===== config.mk =====
export PLATFORM = sky130hd
export DESIGN_NAME = ex_result_stage
export DESIGN_NICKNAME = d
export VERILOG_FILES = /design/src/rtl/ex_result_stage_pkg.sv /design/src/rtl/ex_result_stage_squash_ctr.sv /design/src/rtl/ex_result_stage.sv
export SDC_FILE = /design/constraint.sdc
export NUM_CORES = 1
export LEC_CHECK = 0
export ABC_AREA = 1
export CELL_PAD_IN_SITES_DETAIL_PLACEMENT = 0
export CELL_PAD_IN_SITES_GLOBAL_PLACEMENT = 1
export CORE_MARGIN = 5
export CORE_UTILIZATION = 36
export CTS_CLUSTER_DIAMETER = 200
export DETAILED_ROUTE_END_ITERATION = 10
export HOLD_SLACK_MARGIN = 0.02
export PLACE_DENSITY = 0.92
export SYNTH_ARGS = -nofsm -noshare
export SYNTH_HDL_FRONTEND = slang
export SYNTH_SLANG_ARGS = --single-unit

===== constraint.sdc =====
create_clock -name clk -period 4.49 [get_ports clk]
set_input_delay 0.6735 -clock clk [delete_from_list [all_inputs] [get_ports clk]]
set_output_delay 0.6735 -clock clk [all_outputs]
set_load 0.01 [all_outputs]

===== src/rtl/ex_result_stage_pkg.sv =====
`default_nettype none
// +----------------------------------------------------------------------+
// | ex_result_stage_pkg                                                  |
// | Shared encodings for the execute result stage: op classes, ALU       |
// | opcode constants and the default wrong-path squash depth.            |
// | Revision: 1.0                                                        |
// +----------------------------------------------------------------------+
package ex_result_stage_pkg;

  // Result class delivered alongside each ALU result
  typedef enum logic [1:0] {
    OP_ARITH  = 2'b00,
    OP_CMP    = 2'b01,
    OP_BRANCH = 2'b10,
    OP_RSVD   = 2'b11
  } op_class_e;

  // Wrong-path instructions dropped after a taken branch
  localparam int SQUASH_DEFAULT = 2;

  // ALU opcode constants shared with the upstream ALU
  localparam logic [3:0] ALU_ADD = 4'h0;
  localparam logic [3:0] ALU_SUB = 4'h1;
  localparam logic [3:0] ALU_AND = 4'h2;
  localparam logic [3:0] ALU_OR  = 4'h3;
  localparam logic [3:0] ALU_XOR = 4'h4;
  localparam logic [3:0] ALU_SLT = 4'h5;
  localparam logic [3:0] ALU_SLL = 4'h6;
  localparam logic [3:0] ALU_SRL = 4'h7;

  // Counter width able to hold n; never below one bit so n = 0 still builds
  function automatic int ctr_width(input int n);
    return (n < 1) ? 1 : $clog2(n + 1);
  endfunction

endpackage
`default_nettype wire


===== src/rtl/ex_result_stage_squash_ctr.sv =====
`default_nettype none
// +----------------------------------------------------------------------+
// | squash_ctr                                                           |
// | Counts down wrong-path instructions after a taken branch. While      |
// | non-zero every accepted instruction is dropped and decrements it.    |
// | Revision: 1.0                                                        |
// +----------------------------------------------------------------------+
module squash_ctr
  import ex_result_stage_pkg::*;
#(
  parameter int SQUASH = SQUASH_DEFAULT
) (
  input  logic clk,
  input  logic reset_n,
  input  logic accept,
  input  logic taken,
  output logic active
);

  localparam int CW = ctr_width(SQUASH);
  localparam logic [CW-1:0] LOAD_VAL = CW'(SQUASH);

  logic [CW-1:0] cnt;

  // Decrement on every accepted instruction while squashing; otherwise a
  // taken branch arms the counter (a taken branch inside the window is
  // itself squashed and does not reload)
  always_ff @(posedge clk or negedge reset_n) begin
    if (!reset_n) begin
      cnt <= '0;
    end else if (accept) begin
      if (cnt != '0) begin
        cnt <= cnt - CW'(1);
      end else if (taken) begin
        cnt <= LOAD_VAL;
      end
    end
  end

  assign active = (cnt != '0);

endmodule
`default_nettype wire


===== src/rtl/ex_result_stage.sv =====
`default_nettype none
// +----------------------------------------------------------------------+
// | ex_result_stage                                                      |
// | One-entry result register between the ALU and writeback. Formats     |
// | ARITH/CMP results, resolves taken branches into a redirect pulse,    |
// | drops wrong-path instructions and counts taken branches.             |
// | Revision: 1.0                                                        |
// +----------------------------------------------------------------------+
module ex_result_stage
  import ex_result_stage_pkg::*;
#(
  parameter int DATA_W = 32,
  parameter int RD_W   = 4,
  parameter int SQUASH = SQUASH_DEFAULT
) (
  input  logic              clk,
  input  logic              reset_n,
  input  logic              in_valid,
  output logic              in_ready,
  input  logic [DATA_W-1:0] alu_out,
  input  logic              alu_cmp,
  input  logic [1:0]        op_class,
  input  logic [RD_W-1:0]   rd,
  input  logic [DATA_W-1:0] pc_plus4,
  input  logic [15:0]       br_off,
  output logic              out_valid,
  input  logic              out_ready,
  output logic              wb_en,
  output logic [RD_W-1:0]   wb_rd,
  output logic [DATA_W-1:0] wb_data,
  output logic              redirect,
  output logic [DATA_W-1:0] redirect_pc,
  output logic [15:0]       taken_cnt
);

  logic              accept;
  logic              is_taken;
  logic              squash_active;
  logic              keep;
  logic [DATA_W-1:0] br_disp;
  logic [DATA_W-1:0] br_target;

  // out_valid is cleared in reset, so the stage advertises ready then too
  assign in_ready = !out_valid || out_ready;
  assign accept   = in_valid && in_ready;
  assign is_taken = (op_class_e'(op_class) == OP_BRANCH) && alu_cmp;
  assign keep     = accept && !squash_active;

  // Word offset: sign-extend and scale by 4; the add wraps modulo 2^DATA_W
  assign br_disp   = {{(DATA_W-18){br_off[15]}}, br_off, 2'b00};
  assign br_target = pc_plus4 + br_disp;

  squash_ctr #(
    .SQUASH (SQUASH)
  ) u_squash_ctr (
    .clk     (clk),
    .reset_n (reset_n),
    .accept  (accept),
    .taken   (is_taken),
    .active  (squash_active)
  );

  // Output entry, redirect pulse and taken-branch statistics
  always_ff @(posedge clk or negedge reset_n) begin
    if (!reset_n) begin
      out_valid   <= 1'b0;
      wb_en       <= 1'b0;
      wb_rd       <= '0;
      wb_data     <= '0;
      redirect    <= 1'b0;
      redirect_pc <= '0;
      taken_cnt   <= '0;
    end else begin
      redirect <= keep && is_taken;

      if (keep) begin
        out_valid <= 1'b1;
        wb_rd     <= rd;
        case (op_class_e'(op_class))
          OP_ARITH: begin
            wb_en   <= 1'b1;
            wb_data <= alu_out;
          end
          OP_CMP: begin
            wb_en   <= 1'b1;
            wb_data <= {{(DATA_W-1){1'b0}}, alu_cmp};
          end
          default: begin
            wb_en   <= 1'b0;
            wb_data <= '0;
          end
        endcase
      end else if (out_ready) begin
        out_valid <= 1'b0;
      end

      if (keep && is_taken) begin
        redirect_pc <= br_target;
        if (taken_cnt != 16'hFFFF) begin
          taken_cnt <= taken_cnt + 16'd1;
        end
      end
    end
  end

endmodule
`default_nettype wire

[Yosys cells after proc, flatten, opt, wreduce, memory -nomap -nowiden]
Index checks and enable logic that the tools add are counted.
Storage, ports and cells
  flip-flop bits (word level): 89
  bits in writable memories: 0
  bits of input ports: 91
  output and inout bits: 88
  bits in latches: 0
  logic and storage cells: 34
  memories: 0
  memory bits (read-only): 0
Cells by class
  mux-type cells: 6
  eq/ne operators: 3
  order comparisons: 0
  shift operators: 0
  $mul: 0
  bitwise operators: 0
  $add $sub $neg: 3
  divide/modulo/power cells: 0
  reductions and logical operators: 14
Operators with widths (count)
  $pmux W32 S2: 1
  $add A32 B32 Y32: 1
  $add A16 B1 Y16 const B: 1
  $ne A16 B16 Y1 const B: 1
  $reduce_bool A2 Y1: 3
  $logic_and A1 B1 Y1: 4
  $mux W2: 2
  $reduce_and A2 Y1: 2
  $mux W1: 3
  $eq A2 B1 Y1 const B: 1
  $eq A2 B2 Y1 const B: 1
  $logic_not A1 Y1: 2
  $logic_not A2 Y1: 1
  $reduce_or A2 Y1: 1
  $sub A2 B1 Y2 const B: 1
  $logic_or A1 B1 Y1: 1

[Depth between registers and ports, before layout]
Gate-level depths: netlist of run 1.
  depth in word-level cells: 6
  depth in mapped cells: 14
  mapped depth without buffers: 14

[By module]
Synthesis of run 1 repeated with hierarchy kept, for this count alone.
Unflattened totals
  cell total of the unflattened synthesis: 835
  area total of the unflattened synthesis: 5789.3 µm²
Modules (own cells, without submodules)
  ex_result_stage: area an instance 5657.9 µm², times used 1, seq. area each 2177.1 µm², cells each 818
  squash_ctr: area an instance 131.4 µm², times used 1, seq. area each 50.0 µm², cells each 17

[Worst setup path after synthesis of run 1]
No wires, ideal clock.
  path type: input to register
  start: in pc_plus4[2]
  end: reg redirect_pc[10]
  arrival time: 2.051 ns
  library setup time: 0.082 ns
  slack: 2.357 ns
  cell stages on the path: 11
  path buffers: 0
  cells stage by stage: ha_1 -> inv_1 -> fa_1 -> inv_1 -> nand3_1 -> nand3_1 -> nand2_1 -> nand2_1 -> inv_1 -> or2_2 -> a31oi_1
Between the ends
  word-level cells in the longest chain between the ends: 1
RTL lines
  start, declared: line ex_result_stage.sv:24  | input logic [DATA_W-1:0] pc_plus4,
  $add A32 B32 Y32: line ex_result_stage.sv:51  | assign br_target = pc_plus4 + br_disp;
  end signal, assigned: line ex_result_stage.sv:98  | redirect_pc <= br_target;
  end, declared: line ex_result_stage.sv:32  | output logic [DATA_W-1:0] redirect_pc,
No other way between the ends.
A chain may end at the register's enable or synchronous reset.

[Worst setup path in the final report of run 1]
  start: in out_ready
  end: reg redirect_pc[4]
Between the ends
  word-level cells in the longest chain between the ends: 4
RTL lines
  start, declared: line ex_result_stage.sv:27  | input logic out_ready,
  $logic_or A1 B1 Y1: line ex_result_stage.sv:44  | assign in_ready = !out_valid || out_ready;
  $logic_and A1 B1 Y1: line ex_result_stage.sv:45  | assign accept = in_valid && in_ready;
  $logic_and A1 B1 Y1: line ex_result_stage.sv:47  | assign keep = accept && !squash_active;
  $logic_and A1 B1 Y1: line ex_result_stage.sv:97  | if (keep && is_taken) begin
No other way between the ends.

==> run summary, run 1 <==
Setup violations remaining at the end of the flow were counted as 0. For this run, the top clock speed supported by timing is 327 MHz. Headroom to the max-slew limit came out at 32.9%.

Summed over all layers, the routed wires come to 16.2 mm. The count of inserted antenna diode cells was 0. For the final count of hold timing violations, the log shows 0. The die is 136 um wide. TritonCTS built the clock tree.

The row count came out at 46. Kind of start point of the critical path: an input pin. For the worst flop-to-flop path, the logic depth is 6. Synthesis produced 834 cells. The run finished with clean final reports.

Entering global routing, the biggest net connects 74 pins. The tools report the placer congestion estimate as 0.845. In this run, placement finished with an instance count of 1210.

The run gives 0.195 mV as the maximum VDD drop. The number of setup buffers added after CTS is 0. Path category of the worst min-delay check: input pin to asynchronous set/reset pin. Power spread over the standard cell area amounts to 436 nW/um2.

The post-layout instance count excluding filler cells came out at 1226. The run gives 4.73 ns as the required time of the critical path. The netlist area before placement was 5760 um2; the largest driver fanout on the critical path was 73. The number of storage elements in the synthesis netlist is 89, and the first-pass detailed-route iteration total is 4. After clock tree synthesis, the clock-pin slew on the worst setup and hold paths is 0.07 ns.

Setup repair after global routing left no endpoint under its margin. Clock tree skew after final layout: 0.00888 ns. The setup check on the worst reg-to-reg path leaves a slack of 1.74 ns.

Placement-stage cell area: 7740 um2. The share of post-route cells with drive strength above 1 works out to 3.27%. The count of hold buffers inserted by post-cts repair was 0. The clock passes through at most 2 buffers. The H-tree was split into 3 levels.

For the final routed database, the setup TNS stands at 0 ns. The tools report the area of the die as 18600 um2. In this run the static leakage power is 4.05 nW. After detailed routing, the number of remaining DRC violations is 0. The tools report the portion of the post-synthesis area used by sequential elements as 38.7%.

The worst setup path is captured at a register. The number of max-capacitance violations reported came out at 0. The actual slew at the worst max-slew pin is 1.01 ns.

After the last flow step, the layout net total stands at 1129. The detailed router's first-iteration violation count is 309, and the layout-stage area growth over the synthesis result is 39.2%. The number of nets handed over by synthesis was 958.

The post-route clock period utilization is 68.1%. For the number of antenna violations at the first check in global routing, the log shows 0. The run gives 33 as the number of different library cells in the post-synthesis netlist. Measured along the y axis, the die boundary spans 136 um. The post-route cell area came out at 8020 um2. The routed layout has 5653 vias. The core region is 15800 um2.

The number of vias per cell after detailed routing is 4.61, and the data arrival at the endpoint of the critical path is 3.30 ns. The mean area per synthesized cell is 6.91 um2. The run gives 5421 as the number of global-route vias before repair. Global routing used 17.4% of the available tracks. Once the floorplan was initialized, standard cells occupied 36.5% of the core.

The final count of pins violating max slew came out at 0. The detailed placement HPWL came out at 12.7 mm. The startpoint-to-endpoint class of the critical path is input pin to register.

The clock reaches the later pin of the worst-skew pair after 0.34 ns. CTS placed an instance of sky130_fd_sc_hd__clkbuf_16 at the clock tree root. Post-CTS repair changed the size of 0 cells.

The first global-routing pass estimated 26.2 mm of wire. Count of input and output buffers: 178. Once detail routing completed, the nets flagged for antenna violations numbered 0. The number of CTS-inserted buffers was 9; the number of synthesis warnings was 0. For the I/O pin count, the log shows 179. The tools report the sum of overflow across all layers after global routing as 0. Counting every sink on the clock net gives 89. After layout, the minimum clock period comes to 3.06 ns. The routed length per instance came out at 13.2 um.
## logic make-up (layout without fill, tap and decap cells)
logic type	after synthesis	count (layout)	share of synthesized area, %
xor+xnor	22	22	3.34
simple gates	482	482	34.6
compound gates	78	78	7.45
flops	89	89	38.7
buf+inv	130	306	8.62
fa+ha+maj	33	33	7.30
## power by group
group	internal, mW	switching, mW	leakage (nW)
Clock	0.378	0.324	0.124
Combinational	0.788	0.729	2.75
Sequential	1.10	0.177	1.17
## through the flow
stage                     setup WS (ns)  total power, mW  utilization [%]  hold WS, ns
after detailed placement           1.03             2.82             49.1        0.460
after floorplan                    2.36             1.95                -        0.378
after global routing               1.13             3.75             50.8        0.466
after global placement             1.10             2.80             49.1        0.458
after CTS                          1.40             3.55             50.8        0.435
final                              1.43             3.50             50.8        0.396
## per-layer routing
metal	global-route usage, %	part of all wire [%]
met5	0	0
met4	4.70	1.5
met3	3.13	5.7
met2	28.8	47
met1	23.6	46
## cells in the mapped netlist
| library cell | instances | area (um2) |
|---|---|---|
| sky130_fd_sc_hd__and2_1 | 1 | 6.26 |
| sky130_fd_sc_hd__fa_1 | 1 | 20.0 |
| sky130_fd_sc_hd__nor2_2 | 2 | 12.5 |
| sky130_fd_sc_hd__buf_2 | 1 | 5.00 |
| sky130_fd_sc_hd__clkbuf_1 | 13 | 48.8 |
| sky130_fd_sc_hd__or2_2 | 4 | 25.0 |
| sky130_fd_sc_hd__nand2_1 | 315 | 1180 |
| sky130_fd_sc_hd__dfrtp_1 | 89 | 2230 |
| sky130_fd_sc_hd__nor3_1 | 2 | 10.0 |
| sky130_fd_sc_hd__nor2_1 | 70 | 263 |
| sky130_fd_sc_hd__nand4_1 | 5 | 31.3 |
| sky130_fd_sc_hd__nand2_4 | 1 | 11.3 |
| sky130_fd_sc_hd__xnor2_1 | 10 | 87.6 |
| sky130_fd_sc_hd__inv_1 | 108 | 405 |
| sky130_fd_sc_hd__nor3_2 | 1 | 10.0 |
| sky130_fd_sc_hd__ha_1 | 32 | 400 |
| sky130_fd_sc_hd__inv_2 | 2 | 7.51 |
| sky130_fd_sc_hd__a21boi_4 | 1 | 18.8 |
| sky130_fd_sc_hd__o21bai_1 | 4 | 30.0 |
| sky130_fd_sc_hd__a21o_1 | 1 | 7.51 |
| sky130_fd_sc_hd__nor2_8 | 1 | 20.0 |
| sky130_fd_sc_hd__nand2_2 | 1 | 6.26 |
| sky130_fd_sc_hd__xor2_1 | 12 | 105 |
| sky130_fd_sc_hd__buf_6 | 1 | 11.3 |
| sky130_fd_sc_hd__buf_1 | 5 | 18.8 |
| sky130_fd_sc_hd__a31oi_1 | 3 | 18.8 |
| sky130_fd_sc_hd__nand3_1 | 74 | 370 |
| sky130_fd_sc_hd__o21ai_0 | 44 | 220 |
| sky130_fd_sc_hd__nand3b_1 | 4 | 30.0 |
| sky130_fd_sc_hd__o41ai_1 | 1 | 8.76 |
| sky130_fd_sc_hd__o21a_1 | 2 | 15.0 |
| sky130_fd_sc_hd__a21oi_1 | 22 | 110 |
| sky130_fd_sc_hd__nor3_4 | 1 | 16.3 |
## final cells by class
class                   instances  area (um2)
fillers                      1603        7750
clock buffers                   9         225
well taps                     216         270
inverters                     110         413
repair buffers                180        1790
flip-flops and latches         89        2230
multi-input cells             615        3040
clock inverters                 7        52.6
## placed cells by master (no fill, tap or decap), types with 2 or more instances in the layout
cell type and instances:
sky130_fd_sc_hd__nand2_1 315, sky130_fd_sc_hd__clkdlybuf4s50_1 177, sky130_fd_sc_hd__inv_1 108, sky130_fd_sc_hd__dfrtp_1 89
sky130_fd_sc_hd__nand3_1 74, sky130_fd_sc_hd__nor2_1 70, sky130_fd_sc_hd__o21ai_0 44, sky130_fd_sc_hd__ha_1 32
sky130_fd_sc_hd__a21oi_1 22, sky130_fd_sc_hd__xor2_1 12, sky130_fd_sc_hd__xnor2_1 10, sky130_fd_sc_hd__clkbuf_16 9
sky130_fd_sc_hd__nand4_1 5, sky130_fd_sc_hd__o21bai_1 4, sky130_fd_sc_hd__or2_2 4, sky130_fd_sc_hd__nand3b_1 4
sky130_fd_sc_hd__clkinvlp_4 4, sky130_fd_sc_hd__a31oi_1 3, sky130_fd_sc_hd__buf_4 3, sky130_fd_sc_hd__inv_2 2
sky130_fd_sc_hd__nor3_1 2, sky130_fd_sc_hd__nor2_2 2, sky130_fd_sc_hd__o21a_1 2, sky130_fd_sc_hd__inv_6 2
## sequential cells by signal, indices dropped and copies added, names as in the netlist
| register | count |
|---|---|
| redirect | 1 |
| wb_rd | 4 |
| u_squash_ctr.cnt | 2 |
| taken_cnt | 16 |
| redirect_pc | 32 |
| out_valid | 1 |
| wb_en | 1 |
| wb_data | 32 |
## path summary, 6_finish.rpt
| path | startpoint | endpoint |
|---|---|---|
| setup / recovery | out_ready | redirect_pc[4] |
| hold / removal | reset_n | wb_data[12] |
| setup reg to reg | u_squash_ctr.cnt[0] | redirect_pc[4] |
| hold reg to reg | redirect_pc[1] | redirect_pc[1] |
| max in group asynchronous | reset_n | redirect_pc[22] |
| min in group clk | redirect_pc[1] | redirect_pc[1] |
## critical path, stage by stage
cell                              delay, ns
sky130_fd_sc_hd__clkdlybuf4s50_1       0.47
sky130_fd_sc_hd__inv_2                 0.05
sky130_fd_sc_hd__a21boi_4              0.16
sky130_fd_sc_hd__nand2_4               0.39
sky130_fd_sc_hd__nor2_8                0.58
sky130_fd_sc_hd__inv_1                 0.61
sky130_fd_sc_hd__o21ai_0               0.35
Note: power is estimated with default switching activity, not from simulation.
==> run 2: changes to the inputs <==
- CORE_UTILIZATION: 36 -> 30
- PLACE_DENSITY: 0.92 -> 0.82
- clock period: 4.49 -> 2.7 ns (I/O delays scaled with it)
==> run 2 against run 1 <==
Net effect:
- sequential share of layout area shrank 0.47 points
- flip-flop and latch count stayed put
- count of clock-buffer cells in the layout unchanged
- first-iteration DRC count fell by 14%
- power is 70% higher
- non-clock buffer count up 10
- worst setup slack got worse by 1.1 ns
- largest cell class unchanged
- highest routed layer unchanged
==> run summary, run 2 (same netlist as run 1, synthesis figures left out) <==
In this run switching power makes up 36.2% of total power. For this design the total switching power over the nets is 2.15 mW. The part of the power in combinational logic is 43.1%.

The tools report the kind of start point of the critical path as an input pin. The terminus of the critical flop-to-flop path was taken_cnt[12]. The logs give 0.299 mV for the maximum VDD drop and 0 for the final count of pins violating max slew. The tightest min-delay check is of the input pin to asynchronous set/reset pin type. Dividing the detail-routed via count by the number of cells gives 4.43. In this run the register-to-register setup slack is 0.94 ns. Pin placement for this block handled 179 I/O pins. Buffers inserted to repair hold after CTS numbered 0.

The width of the chip came out at 149 um. The count of H-tree levels built during CTS was 3. The total overflow left after global routing is 0. The number of antenna violations at the first check in global routing was 0. TritonCTS built the clock tree. At the worst endpoint, the arrival time is 2.57 ns. The share of power burned in registers came out at 35.4%. The floorplan has 50 rows. The pre-CTS worst setup slack was 0.0126 ns.

After clock tree synthesis, the clock-pin slew on the worst setup and hold paths is 0.07 ns. The routed length per instance was 13.9 um; the placer congestion estimate was 0.867. For this run, the post-layout net count is 1139. Final hold analysis gives a worst-case slack of 0.0736 ns. In this run the critical register-to-register path is launched from u_squash_ctr.cnt[0].

For this design, the sink count on the clock tree is 89. Counting the buffers created by CTS gives 9. The largest driver fanout on the critical path came out at 12. The logs give 0 for the post-CTS setup buffer count and 4 for the first-pass detailed-route iteration total.

Global routing used 16.0% of the available tracks. CTS placed an instance of sky130_fd_sc_hd__clkbuf_16 at the clock tree root. For the clock latency on the worst-skew pair, the log shows 0.36 ns. The critical path is of the input pin to register type. The power density relative to cell area came out at 730 nW/um2. The sequential standard cell area is 2230 um2.

The tools report the number of max-capacitance violations reported as 0. The tools report the final number of setup-violating endpoints as 0. Cell internal power was estimated by the tool at 3.80 mW.

The die covers 22100 um2. For the count of inserted antenna diode cells, the log shows 0. The final count of hold timing violations came out at 0.

The flow ran to the end, and the final reports show no timing, DRC or antenna violations. The share of post-route cells with drive strength above 1 was 4.22%; the worst relative slew slack was 57.4%. The run gives 30.6% as the initial core utilization.

For this design the static power due to leakage is 4.12 nW. The logs give 428 MHz for the fmax and 14.0 mm for the detailed placement HPWL. For the worst setup path, the data required time is 2.94 ns.

In the layout the commonest cells are sky130_fd_sc_hd__nand2_1, sky130_fd_sc_hd__clkdlybuf4s50_1, sky130_fd_sc_hd__inv_1. The clock passes through at most 2 buffers. Setup slack closes at 0.365 ns. Dividing the final minimum period by the clock period gives 86.5%. The number of global-route vias before repair was 5501; the layout-stage area growth over the synthesis result was 41.6%.

Core utilization of the finished layout: 43.3%. Portion of total power attributed to the clock network: 21.4%. Setup repair after global routing left no endpoint under its margin. For the wire length of the first global-routing pass, the log shows 28.5 mm. After detailed routing, the number of remaining DRC violations is 0. The height of the die is 149 um, and the core area is 18800 um2. In the final timing run, aggregate negative setup slack is 0 ns. In the final layout, the multi-input gates occupy 3040 um2. The routed wire length was 17.8 mm. The largest registers in the layout are redirect_pc: 32 flops, wb_data: 32 flops, taken_cnt: 16 flops. Subtracting the final worst setup slack from the clock period gives 2.33 ns.

The actual slew at the worst max-slew pin came out at 0.639 ns. The count of input and output buffers was 178; the total of cells resized after clock tree synthesis was 0. The clock tree skew after final layout came out at 0.0147 ns.

For the remaining antenna violation count after routing, the log shows 0. Measured in cells, the most critical reg-to-reg path has a length of 9. Most common cell after layout, fill and taps aside: sky130_fd_sc_hd__nand2_1. STA classifies the critical path endpoint as a register.

The logs give 267 for the detailed router's first-iteration violation count and 1977 for the filler cell count in the final layout. The largest net degree at the start of global routing was 73. The via count of the routed design was 5672.
-- run 2: area by class of cell --
class | instances | share of cell area (%)
Tap cell | 260 | 3.99
Sequential cell | 89 | 27.3
Clock inverter | 7 | 0.752
Clock buffer | 9 | 2.76
Multi-Input combinational cell | 615 | 37.2
Inverter | 110 | 5.06
Timing Repair Buffer | 190 | 22.9
-- run 2: stage by stage --
step	power, mW	cells	area (um2)
global placement	4.71	1264	7870
global route	6.37	1280	8160
finish	5.96	1280	8160
CTS	6.05	1280	8160
floorplan	3.24	834	5760
detailed placement	4.74	1264	7870
-- run 2: per-layer routing --
| layer | global-route usage, % | vias to the layer above | wire [um] |
|---|---|---|---|
| met3 | 1.31 | 16 | 573 |
| met1 | 21.4 | 2575 | 8360 |
| met4 | 4.48 | 0 | 233 |
| li1 | - | 2971 | - |
| met2 | 27.6 | 110 | 8630 |
| met5 | 0 | - | 0 |
-- run 2: how the worst max path moves through the flow --
stage / start / to / slack [ns] / cells past startpoint
after global placement: br_off[15] / redirect_pc[28] / 0.02 / 9
after detailed placement: br_off[15] / redirect_pc[26] / 0.01 / 11
after floorplan: pc_plus4[2] / redirect_pc[10] / 0.84 / 11
final: br_off[15] / redirect_pc[26] / 0.37 / 11
after CTS: br_off[15] / redirect_pc[26] / 0.38 / 11
after global routing: br_off[15] / redirect_pc[30] / 0.15 / 11
-- run 2: worst max-delay path, cell delays in order --
cell and delay, ns:
sky130_fd_sc_hd__clkdlybuf4s50_1 0.68, sky130_fd_sc_hd__ha_1 0.52, sky130_fd_sc_hd__nand2_1 0.12, sky130_fd_sc_hd__nor2_1 0.21
sky130_fd_sc_hd__inv_1 0.06, sky130_fd_sc_hd__o21bai_1 0.24, sky130_fd_sc_hd__nand2_1 0.10, sky130_fd_sc_hd__nand3_1 0.08
sky130_fd_sc_hd__nand2_1 0.05, sky130_fd_sc_hd__nand3_1 0.06, sky130_fd_sc_hd__nand2_1 0.05
-- run 2: power groups by stage --
stage | Sequential [mW] | Combinational (mW) | Clock (mW)
2_1_floorplan | 2.35 | 0.891 | 0
3_3_place_gp | 2.12 | 2.58 | 0
3_5_place_dp | 2.14 | 2.60 | 0
4_1_cts | 2.12 | 2.61 | 1.32
5_1_grt | 2.19 | 2.82 | 1.36
6_report | 2.11 | 2.57 | 1.28
